[src/rtl/quadrature_generator.sv]
// quadrature_generator: memory-mapped A/B quadrature source.
// Emits a commanded number of signed steps at a programmable rate.
// Each step moves the A/B phase one position forward or backward.
// Registers: 0 = steps (signed remaining), 1 = period, 2 = position, 3 = status.
module quadrature_generator #(
    parameter int unsigned           WIDTH          = 16,
    parameter logic [WIDTH-1:0]      DEFAULT_PERIOD = 2047
) (
    input  logic             clk,
    input  logic             rst,
    input  logic [1:0]       addr,
    input  logic [1:0]       we,
    input  logic [WIDTH-1:0] din,
    output logic [WIDTH-1:0] q,
    output logic             a,
    output logic             b,
    output logic             busy,
    output logic             done
);

    // The state encoding is the {a,b} pair itself, so a/b come straight off flops.
    typedef enum logic [1:0] {
        PH_00 = 2'b00,
        PH_10 = 2'b10,
        PH_11 = 2'b11,
        PH_01 = 2'b01
    } phase_t;

    localparam logic [1:0]       REG_STEPS    = 2'd0;
    localparam logic [1:0]       REG_PERIOD   = 2'd1;
    localparam logic [1:0]       REG_POSITION = 2'd2;
    localparam logic [1:0]       REG_STATUS   = 2'd3;
    localparam logic [WIDTH-1:0] ONE          = {{(WIDTH-1){1'b0}}, 1'b1};
    localparam logic [WIDTH-1:0] ZERO         = '0;

    logic [WIDTH-1:0] r_steps;
    logic [WIDTH-1:0] r_period;
    logic [WIDTH-1:0] r_position;
    logic [WIDTH-1:0] r_timer;
    phase_t           r_phase;
    logic             r_busy;
    logic             r_done;

    logic             w_wr_steps;
    logic             w_wr_period;
    logic             w_wr_position;
    logic             w_active;
    logic             w_forward;
    logic             w_step;
    logic [WIDTH-1:0] w_steps_wdata;
    logic [WIDTH-1:0] w_period_wdata;
    logic [WIDTH-1:0] w_position_wdata;
    logic [WIDTH-1:0] w_steps_next;

    // Merge a write into the current value, one byte lane at a time.
    function automatic logic [WIDTH-1:0] byte_merge(
        input logic [WIDTH-1:0] cur,
        input logic [1:0]       lanes,
        input logic [WIDTH-1:0] data
    );
        logic [WIDTH-1:0] res;
        res = cur;
        if (lanes[0]) res[7:0]       = data[7:0];
        if (lanes[1]) res[WIDTH-1:8] = data[WIDTH-1:8];
        return res;
    endfunction

    // Forward order is 00 -> 10 -> 11 -> 01 -> 00.
    function automatic phase_t phase_fwd(input phase_t cur);
        phase_t nxt;
        nxt = PH_00;
        case (cur)
            PH_00:   nxt = PH_10;
            PH_10:   nxt = PH_11;
            PH_11:   nxt = PH_01;
            PH_01:   nxt = PH_00;
            default: nxt = PH_00;
        endcase
        return nxt;
    endfunction

    // Reverse order is 00 -> 01 -> 11 -> 10 -> 00.
    function automatic phase_t phase_rev(input phase_t cur);
        phase_t nxt;
        nxt = PH_00;
        case (cur)
            PH_00:   nxt = PH_01;
            PH_01:   nxt = PH_11;
            PH_11:   nxt = PH_10;
            PH_10:   nxt = PH_00;
            default: nxt = PH_00;
        endcase
        return nxt;
    endfunction

    assign w_wr_steps    = (addr == REG_STEPS)    && (we != 2'b00);
    assign w_wr_period   = (addr == REG_PERIOD)   && (we != 2'b00);
    assign w_wr_position = (addr == REG_POSITION) && (we != 2'b00);

    assign w_steps_wdata    = byte_merge(r_steps,    we, din);
    assign w_period_wdata   = byte_merge(r_period,   we, din);
    assign w_position_wdata = byte_merge(r_position, we, din);

    assign w_active  = (r_steps != ZERO);
    assign w_forward = ~r_steps[WIDTH-1];

    // A step event is suppressed by any steps or position write on the same cycle.
    // With a position write the whole event is dropped, so the preset value stays
    // consistent with the phase. The timer is still at or above period,
    // so the step is retried on the next cycle.
    assign w_step = w_active && (r_timer >= r_period) && !w_wr_steps && !w_wr_position;

    assign w_steps_next = w_forward ? (r_steps - ONE) : (r_steps + ONE);

    // Register file, rate timer and phase FSM, all updated on one clock.
    // NOTE: sequential state uses non-blocking (<=) so every flop samples pre-edge values.
    always_ff @(posedge clk or posedge rst) begin
        if (rst) begin
            r_steps    <= ZERO;
            r_period   <= DEFAULT_PERIOD;
            r_position <= ZERO;
            r_timer    <= ZERO;
            r_phase    <= PH_00;
            r_busy     <= 1'b0;
            r_done     <= 1'b0;
        end else begin
            if (w_wr_period) begin
                r_period <= w_period_wdata;
            end

            if (w_wr_steps) begin
                // A new count replaces the old one; phase and position carry on.
                r_steps <= w_steps_wdata;
                r_busy  <= (w_steps_wdata != ZERO);
                r_timer <= ZERO;
                r_done  <= 1'b0;
            end else if (w_step) begin
                r_steps    <= w_steps_next;
                r_busy     <= (w_steps_next != ZERO);
                r_timer    <= ZERO;
                r_done     <= (w_steps_next == ZERO);
                r_phase    <= w_forward ? phase_fwd(r_phase) : phase_rev(r_phase);
                r_position <= w_forward ? (r_position + ONE) : (r_position - ONE);
            end else begin
                r_timer <= w_active ? (r_timer + ONE) : ZERO;
                r_done  <= 1'b0;
            end

            if (w_wr_position) begin
                r_position <= w_position_wdata;
            end
        end
    end

    // Combinational read mux.
    // NOTE: q gets a default before the case so no path can infer a latch.
    always_comb begin
        q = ZERO;
        case (addr)
            REG_STEPS:    q = r_steps;
            REG_PERIOD:   q = r_period;
            REG_POSITION: q = r_position;
            REG_STATUS:   q = {{(WIDTH-1){1'b0}}, r_busy};
            default:      q = ZERO;
        endcase
    end

    assign a    = r_phase[1];
    assign b    = r_phase[0];
    assign busy = r_busy;
    assign done = r_done;

endmodule

[config.mk]
export PLATFORM = sky130hd
export DESIGN_NAME = quadrature_generator
export DESIGN_NICKNAME = d
export VERILOG_FILES = /design/src/rtl/quadrature_generator.sv
export SDC_FILE = /design/constraint.sdc
export NUM_CORES = 1
export LEC_CHECK = 0
export ABC_AREA = 1
export CAP_MARGIN = 10
export CORE_MARGIN = 3
export CORE_UTILIZATION = 51
export CTS_CLUSTER_DIAMETER = 60
export DETAILED_ROUTE_END_ITERATION = 8
export GPL_TIMING_DRIVEN = 0
export PLACE_DENSITY = 0.71
export SLEW_MARGIN = 20
export SYNTH_ARGS = -nofsm -noshare
export SYNTH_HDL_FRONTEND = slang
export SYNTH_SLANG_ARGS = --single-unit
[constraint.sdc]
create_clock -name clk -period 8.27 [get_ports clk]
set_clock_uncertainty 0.05 [all_clocks]
set_input_delay 0.827 -clock clk [delete_from_list [all_inputs] [get_ports clk]]
set_output_delay 0.827 -clock clk [all_outputs]
set_load 0.01 [all_outputs]
After elaboration in Yosys (flattened, before gate mapping)

Index checks and enable logic that the tools add are counted.

Register bits after elaboration: 68
Latch bits: 0
Memory bits (writable): 0
Memory bits (read-only): 0
Input bits: 22
Output and inout port bits: 20
Logic and storage cells: 69
Memories kept: 0

Add/subtract/negate cells: 5
$mul: 0
Div/mod/pow operators: 0
$lt $le $gt $ge: 1
Equality and inequality tests: 9
Shifts and indexed selects: 0
Muxes and demuxes: 22
Bitwise gates (word level): 1
Reductions and logical operators: 22

Operators with widths:

| cell                                                                    | number |
|---|---|
| 16-bit 2-to-1 mux                                                       | 10 |
| 16-bit one-hot mux with 4 select lines                                  | 1 |
| 16-bit by 1-bit adder with 16-bit output, second input constant         | 3 |
| 16-bit nonzero test                                                     | 3 |
| 8-bit 2-to-1 mux                                                        | 4 |
| 16-bit by 1-bit subtractor with 16-bit output, second input constant    | 2 |
| 16-bit greater-or-equal comparator                                      | 1 |
| 16-bit logical NOT                                                      | 1 |
| 2-bit one-hot mux with 4 select lines                                   | 2 |
| 2-bit equality test, second input constant                              | 4 |
| 1-bit logical AND                                                       | 6 |
| 2-bit AND reduction                                                     | 3 |
| 3-bit AND reduction                                                     | 2 |
| 2-bit nonzero test                                                      | 3 |
| 2-bit by 1-bit equality test with 1-bit output, second input constant   | 2 |
| 2-bit logical NOT                                                       | 2 |
| 1-bit 2-to-1 mux                                                        | 4 |
| 2-bit inequality test, second input constant                            | 2 |
| 1-bit logical NOT                                                       | 2 |
| 2-bit 2-to-1 mux                                                        | 1 |
| 2-bit by 1-bit inequality test with 1-bit output, second input constant | 1 |
| 1-bit inverter                                                          | 1 |

Logic depth before layout (Yosys ltp)

Depth after elaboration: 8
Gate-level depth with buffers: 18
Gate-level depth less buffers: 17

Least setup slack after synthesis

No wires, ideal clock.

Path kind: reg-to-reg
Start: register r_steps[15]
End: register r_busy (netlist: busy)
Setup time: 0.116 ns
Data arrival time: 2.548 ns
Required time: 8.104 ns
Setup slack: 5.555 ns
Cell stages (with the launch flop): 17
Path buffers: 1
Clock period less this slack: 2.715 ns
Path through: dfrtp_1 clkbuf_1 inv_1 ha_1 nand2_1 nor2_1 nand2_1 nand3_1 nand2_1 nand2_1 nand3_1 nor2_1 nand2_1 nor2_1 nand3_1 nand2_1 nand2_1

Word-level cells in the longest chain between the ends: 5
Elaborated cells between the ends (all ways): 13
Those cells by class: add/sub: 2; mux: 4; reduce/logical: 7

RTL lines:

| item                                                                        | RTL line | RTL |
|---|---|---|
| start: declaration                                                          | 36       | `logic [WIDTH-1:0] r_steps;` |
| start signal: assignment                                                    | 133      | `r_steps <= w_steps_wdata;` |
| start signal: assignment                                                    | 138      | `r_steps <= w_steps_next;` |
| 16-bit by 1-bit subtractor with 16-bit output, or another cell as far along | 113      | `assign w_steps_next = w_forward ? (r_steps - ONE) : (r_steps + ONE);` |
| 16-bit 2-to-1 mux or 1-bit logical AND (tied branches)                      | 113, 111 |  |
| 16-bit nonzero test or 1-bit logical AND (tied branches)                    | 139, 111 |  |
| 1-bit 2-to-1 mux or 1-bit logical AND (tied branches)                       | 137, 111 |  |
| 1-bit 2-to-1 mux or 2-bit nonzero test (tied branches)                      | -        |  |
| end signal: assignment                                                      | 134      | `r_busy <= (w_steps_wdata != ZERO);` |
| end signal: assignment                                                      | 139      | `r_busy <= (w_steps_next != ZERO);` |
| end: declaration                                                            | 41       | `logic r_busy;` |

Parallel ways exist; a longest one is shown, timed or not. The select of a mux whose other input is x is not followed.
A chain may end at the register's enable or synchronous reset.

Worst setup path after layout

Start: input port addr[0]
End: output port q[5]

Word-level cells in the longest chain between the ends: 2
Elaborated cells between the ends (all ways): 5
Those cells by class: eq/ne: 3; mux: 1; reduce/logical: 1

RTL lines:

| item                                              | RTL line | RTL |
|---|---|---|
| start: declaration                                | 11       | `input logic [1:0] addr,` |
| 2-bit equality test, or another cell as far along | 159      | `case (addr)` |
| 16-bit one-hot mux with 4 select lines (*)        | 159      |  |
| end: declaration                                  | 14       | `output logic [WIDTH-1:0] q,` |

Mark *: on every way between the ends. The rest lies on a longest branch, timed or not.

==> results.py <==
metrics = {
    "run_status": {
        "status": "complete, no violations",
    },
    "setup_path": {
        "cp_slowest_cell": "clkdlybuf4s50_1",
        "worstPathCellList": "clkdlybuf4s50_1, inv_1, nor2_1, inv_1, clkbuf_1, o211ai_1, clkdlybuf4s50_1",
        "path_buf_inv": 5,
        "critPathMaxStageDelay_ns": 0.67,
        "crit_type": "in2out",
        "cp_max_fo": 10,
        "cp_top_family": "buffers and inverters",
        "cp.required_ns": 7.39,
        "critPathCaptureType": "output port",
        "crit_path_start_kind": "primary input",
        "arrival_ns": 3.35,
    },
    "sta": {
        "drv_slew": 0,
        "finalSetupTns_ns": 0,
        "layout_worst_path_cycle_share": 0.5117,
        "max_slew.worst_pin.slew_ns": 0.7453,
        "max_slew_margin": 0.5031,
        "rsz0062_at_grt": "false",
        "period_needed_ns": 4.232,
        "fin_ws_ns": 4.038,
        "finalSetupViolCount": 0,
        "fmax_mhz": 236.3,
        "hold_viol_final": 0,
    },
    "grt": {
        "grt_use_total": 0.2909,
        "grt_start_max_net_pins": 57,
        "antenna_found_initial": 0,
        "overflow": 0,
        "grt_pass1_vias": 5975,
        "grt_pass1_wl_mm": 29.59,
    },
    "logic_synthesis": {
        "syn_area_per_cell_um2": 6.770,
        "synth_warnings": 0,
        "syn_inst": 859,
        "netlist_area_mm2": 0.005816,
        "synth_nets": 930,
        "synth_seq_cells": 68,
        "synth.distinct_cells": 40,
        "yosysSeqAreaShare": 0.2950,
    },
    "die": {
        "top_level_ports": 42,
        "dieArea_mm2": 0.01272,
        "rows": 38,
        "initial_utilization": 0.5295,
        "die_h_um": 112.8,
        "core_region_area_mm2": 0.01098,
        "die_width_um": 112.8,
    },
    "cts": {
        "cts_sinks": 68,
        "cts_resized": 0,
        "cts_buffer_depth": 2,
        "htree_levels": 3,
        "cts_buffers": 9,
        "cts_setup_buffers": 0,
        "ctsHoldBuffers": 0,
        "clk-insertion-delay-late_ns": 0.34,
        "cts_tree": "done",
        "root_buffer": "clkbuf_16",
        "clkSlewWorstSetupHoldPaths_ns": 0.05,
    },
    "route": {
        "drc": 0,
        "route.detailed.wl_per_inst_um": 17.11,
        "first_pass_iters": 5,
        "drt_first_iter_violations": 544,
        "drt-total-wl_mm": 18.06,
        "ant_nets": 0,
        "vias": 5957,
        "vias_per_cell": 5.646,
    },
    "power": {
        "ir_worst_vdd_mv": 0.2041,
        "power_density_mw_per_mm2": 383.6,
        "intPower_mw": 1.338,
        "netSwitchingFraction": 0.4848,
        "pwr-share-clk": 0.181,
        "leakagePower_nw": 3.386,
        "seq_power_share": 0.216,
        "p_comb_frac": 0.603,
        "totalPowerFinal_mw": 2.597,
        "p_sw_mw": 1.259,
    },
    "place": {
        "io_buffers": 39,
        "dp_hpwl_mm": 14.28,
        "post-place-cells": 1039,
        "globalplace.congestion": 0.9463,
        "dp_slack_ns": 4.066,
    },
    "final_layout": {
        "fin_cells": 1055,
        "final_common_cell": "nand2_1",
        "antenna_cells": 0,
        "drive_gt1_frac": 0.07978,
        "nFillCells": 1051,
        "final_cell_mix": "nand2_1, inv_1, o21ai_0, nor2_1, dfrtp_1",
        "nets": 981,
        "area_growth_pct": 16.39,
    },
    "flow_run": {
        "max-cap-violations": 0,
    },
    "hold_path": {
        "hold_class": "reg2reg",
    },
}
## power groups by stage
stage / combinational [mW] / sequential [mW] / clock [mW]
6_report: 1.56 / 0.561 / 0.471
5_1_grt: 1.78 / 0.573 / 0.489
4_1_cts: 1.55 / 0.557 / 0.472
3_5_place_dp: 1.53 / 0.562 / 0
3_3_place_gp: 1.49 / 0.554 / 0
2_1_floorplan: 1.17 / 0.512 / 0
## worst reg2reg max path: cells and delay by family (launching register included)
| kind | cells | cell delay (ns) |
|---|---|---|
| AND/OR/NAND/NOR | 13 | 1.31 |
| adder cells (fa/ha/maj) | 1 | 0.52 |
| flip-flops | 1 | 0.82 |
| buffers and inverters | 2 | 0.75 |
## metrics by stage
stage | instance area, um^2 | hold WS (ns) | util
floorplan | 5816 | 0.4028 | -
global placement | 6381 | 0.4212 | 0.5810
detailed placement | 6411 | 0.4252 | 0.5837
CTS | 6769 | 0.4374 | 0.6163
global route | 6769 | 0.4514 | 0.6163
finish | 6769 | 0.4370 | 0.6163
## sequential cells by signal, summed over array words and instances (netlist names)
name and flops:
r_phase 2, busy 1, done 1, r_steps 16, r_position 16, r_timer 16
r_period 16
## cell families (layout without fill, tap and decap cells)
kind of cell    after synthesis  count (layout)  synth area share
compound gates              164             164            0.1635
xor+xnor                     16              16           0.02410
fa+ha+maj                    49              49            0.1080
buf+inv                     141             197           0.09725
flops                        68              68            0.2950
simple gates                421             421            0.3122
## cells in the mapped netlist
cell type | count | area share
o22ai_1 | 2 | 0.0022
xnor2_1 | 6 | 0.0090
and2_1 | 1 | 0.0011
nand2_2 | 2 | 0.0022
clkbuf_1 | 14 | 0.0090
o221ai_1 | 3 | 0.0045
inv_2 | 5 | 0.0032
inv_1 | 114 | 0.074
nand2_1 | 258 | 0.17
nor2_2 | 10 | 0.011
buf_2 | 3 | 0.0026
o21bai_1 | 2 | 0.0026
buf_6 | 4 | 0.0077
dfstp_2 | 11 | 0.050
nor2_8 | 1 | 0.0034
fa_1 | 2 | 0.0069
o21ai_2 | 11 | 0.017
nor3b_1 | 2 | 0.0026
o211ai_1 | 22 | 0.028
nand4_1 | 13 | 0.014
a31oi_1 | 3 | 0.0032
or2_2 | 1 | 0.0011
nand2_4 | 3 | 0.0058
ha_1 | 47 | 0.10
and2_4 | 1 | 0.0015
dfrtp_1 | 57 | 0.25
o2111ai_1 | 1 | 0.0015
xor2_1 | 10 | 0.015
nor2_1 | 65 | 0.042
a21oi_1 | 39 | 0.034
nor2_4 | 3 | 0.0058
nor4_2 | 1 | 0.0022
o21ai_1 | 8 | 0.0069
a21o_1 | 3 | 0.0039
nand3b_1 | 2 | 0.0026
inv_4 | 1 | 0.0011
nand3_1 | 42 | 0.036
o21ai_0 | 70 | 0.060
nor3_1 | 12 | 0.010
nor4_1 | 4 | 0.0043
## final timing paths
path,slack (ns),end,from,cells after the start
worst max-delay path,4.04,q[5],addr[0],7
worst min-delay path,0.44,r_period[13],r_period[13],2
worst max register to register,4.69,busy,r_steps[15],16
min in group asynchronous,0.70,r_timer[2],rst,2
max in group asynchronous,6.88,r_period[0],rst,3
worst min register to register,0.44,r_period[13],r_period[13],2
## metal layers
layer  wire length, um  up-vias  part of all wire  GRT usage
met2              9026      223              0.50     0.5103
li1                  -     2903                 -          -
met3              1111       37             0.062    0.04545
met4               491        0             0.027     0.1098
met1              7426     2794              0.41     0.3596
met5                 0        -                 0          0
## area by class of cell
type                    instances  area [um^2]  area share
well taps                     140        175.2     0.02588
multi-input cells             650         3535      0.5222
flip-flops and latches         68         1715      0.2534
clock inverters                 5        125.1     0.01848
plain buffers                  21        112.6     0.01664
clock buffers                  11        232.7     0.03438
inverters                     120        455.4     0.06728
repair buffers                 40        417.9     0.06174
No activity file was read; power rests on OpenSTA's default activity.
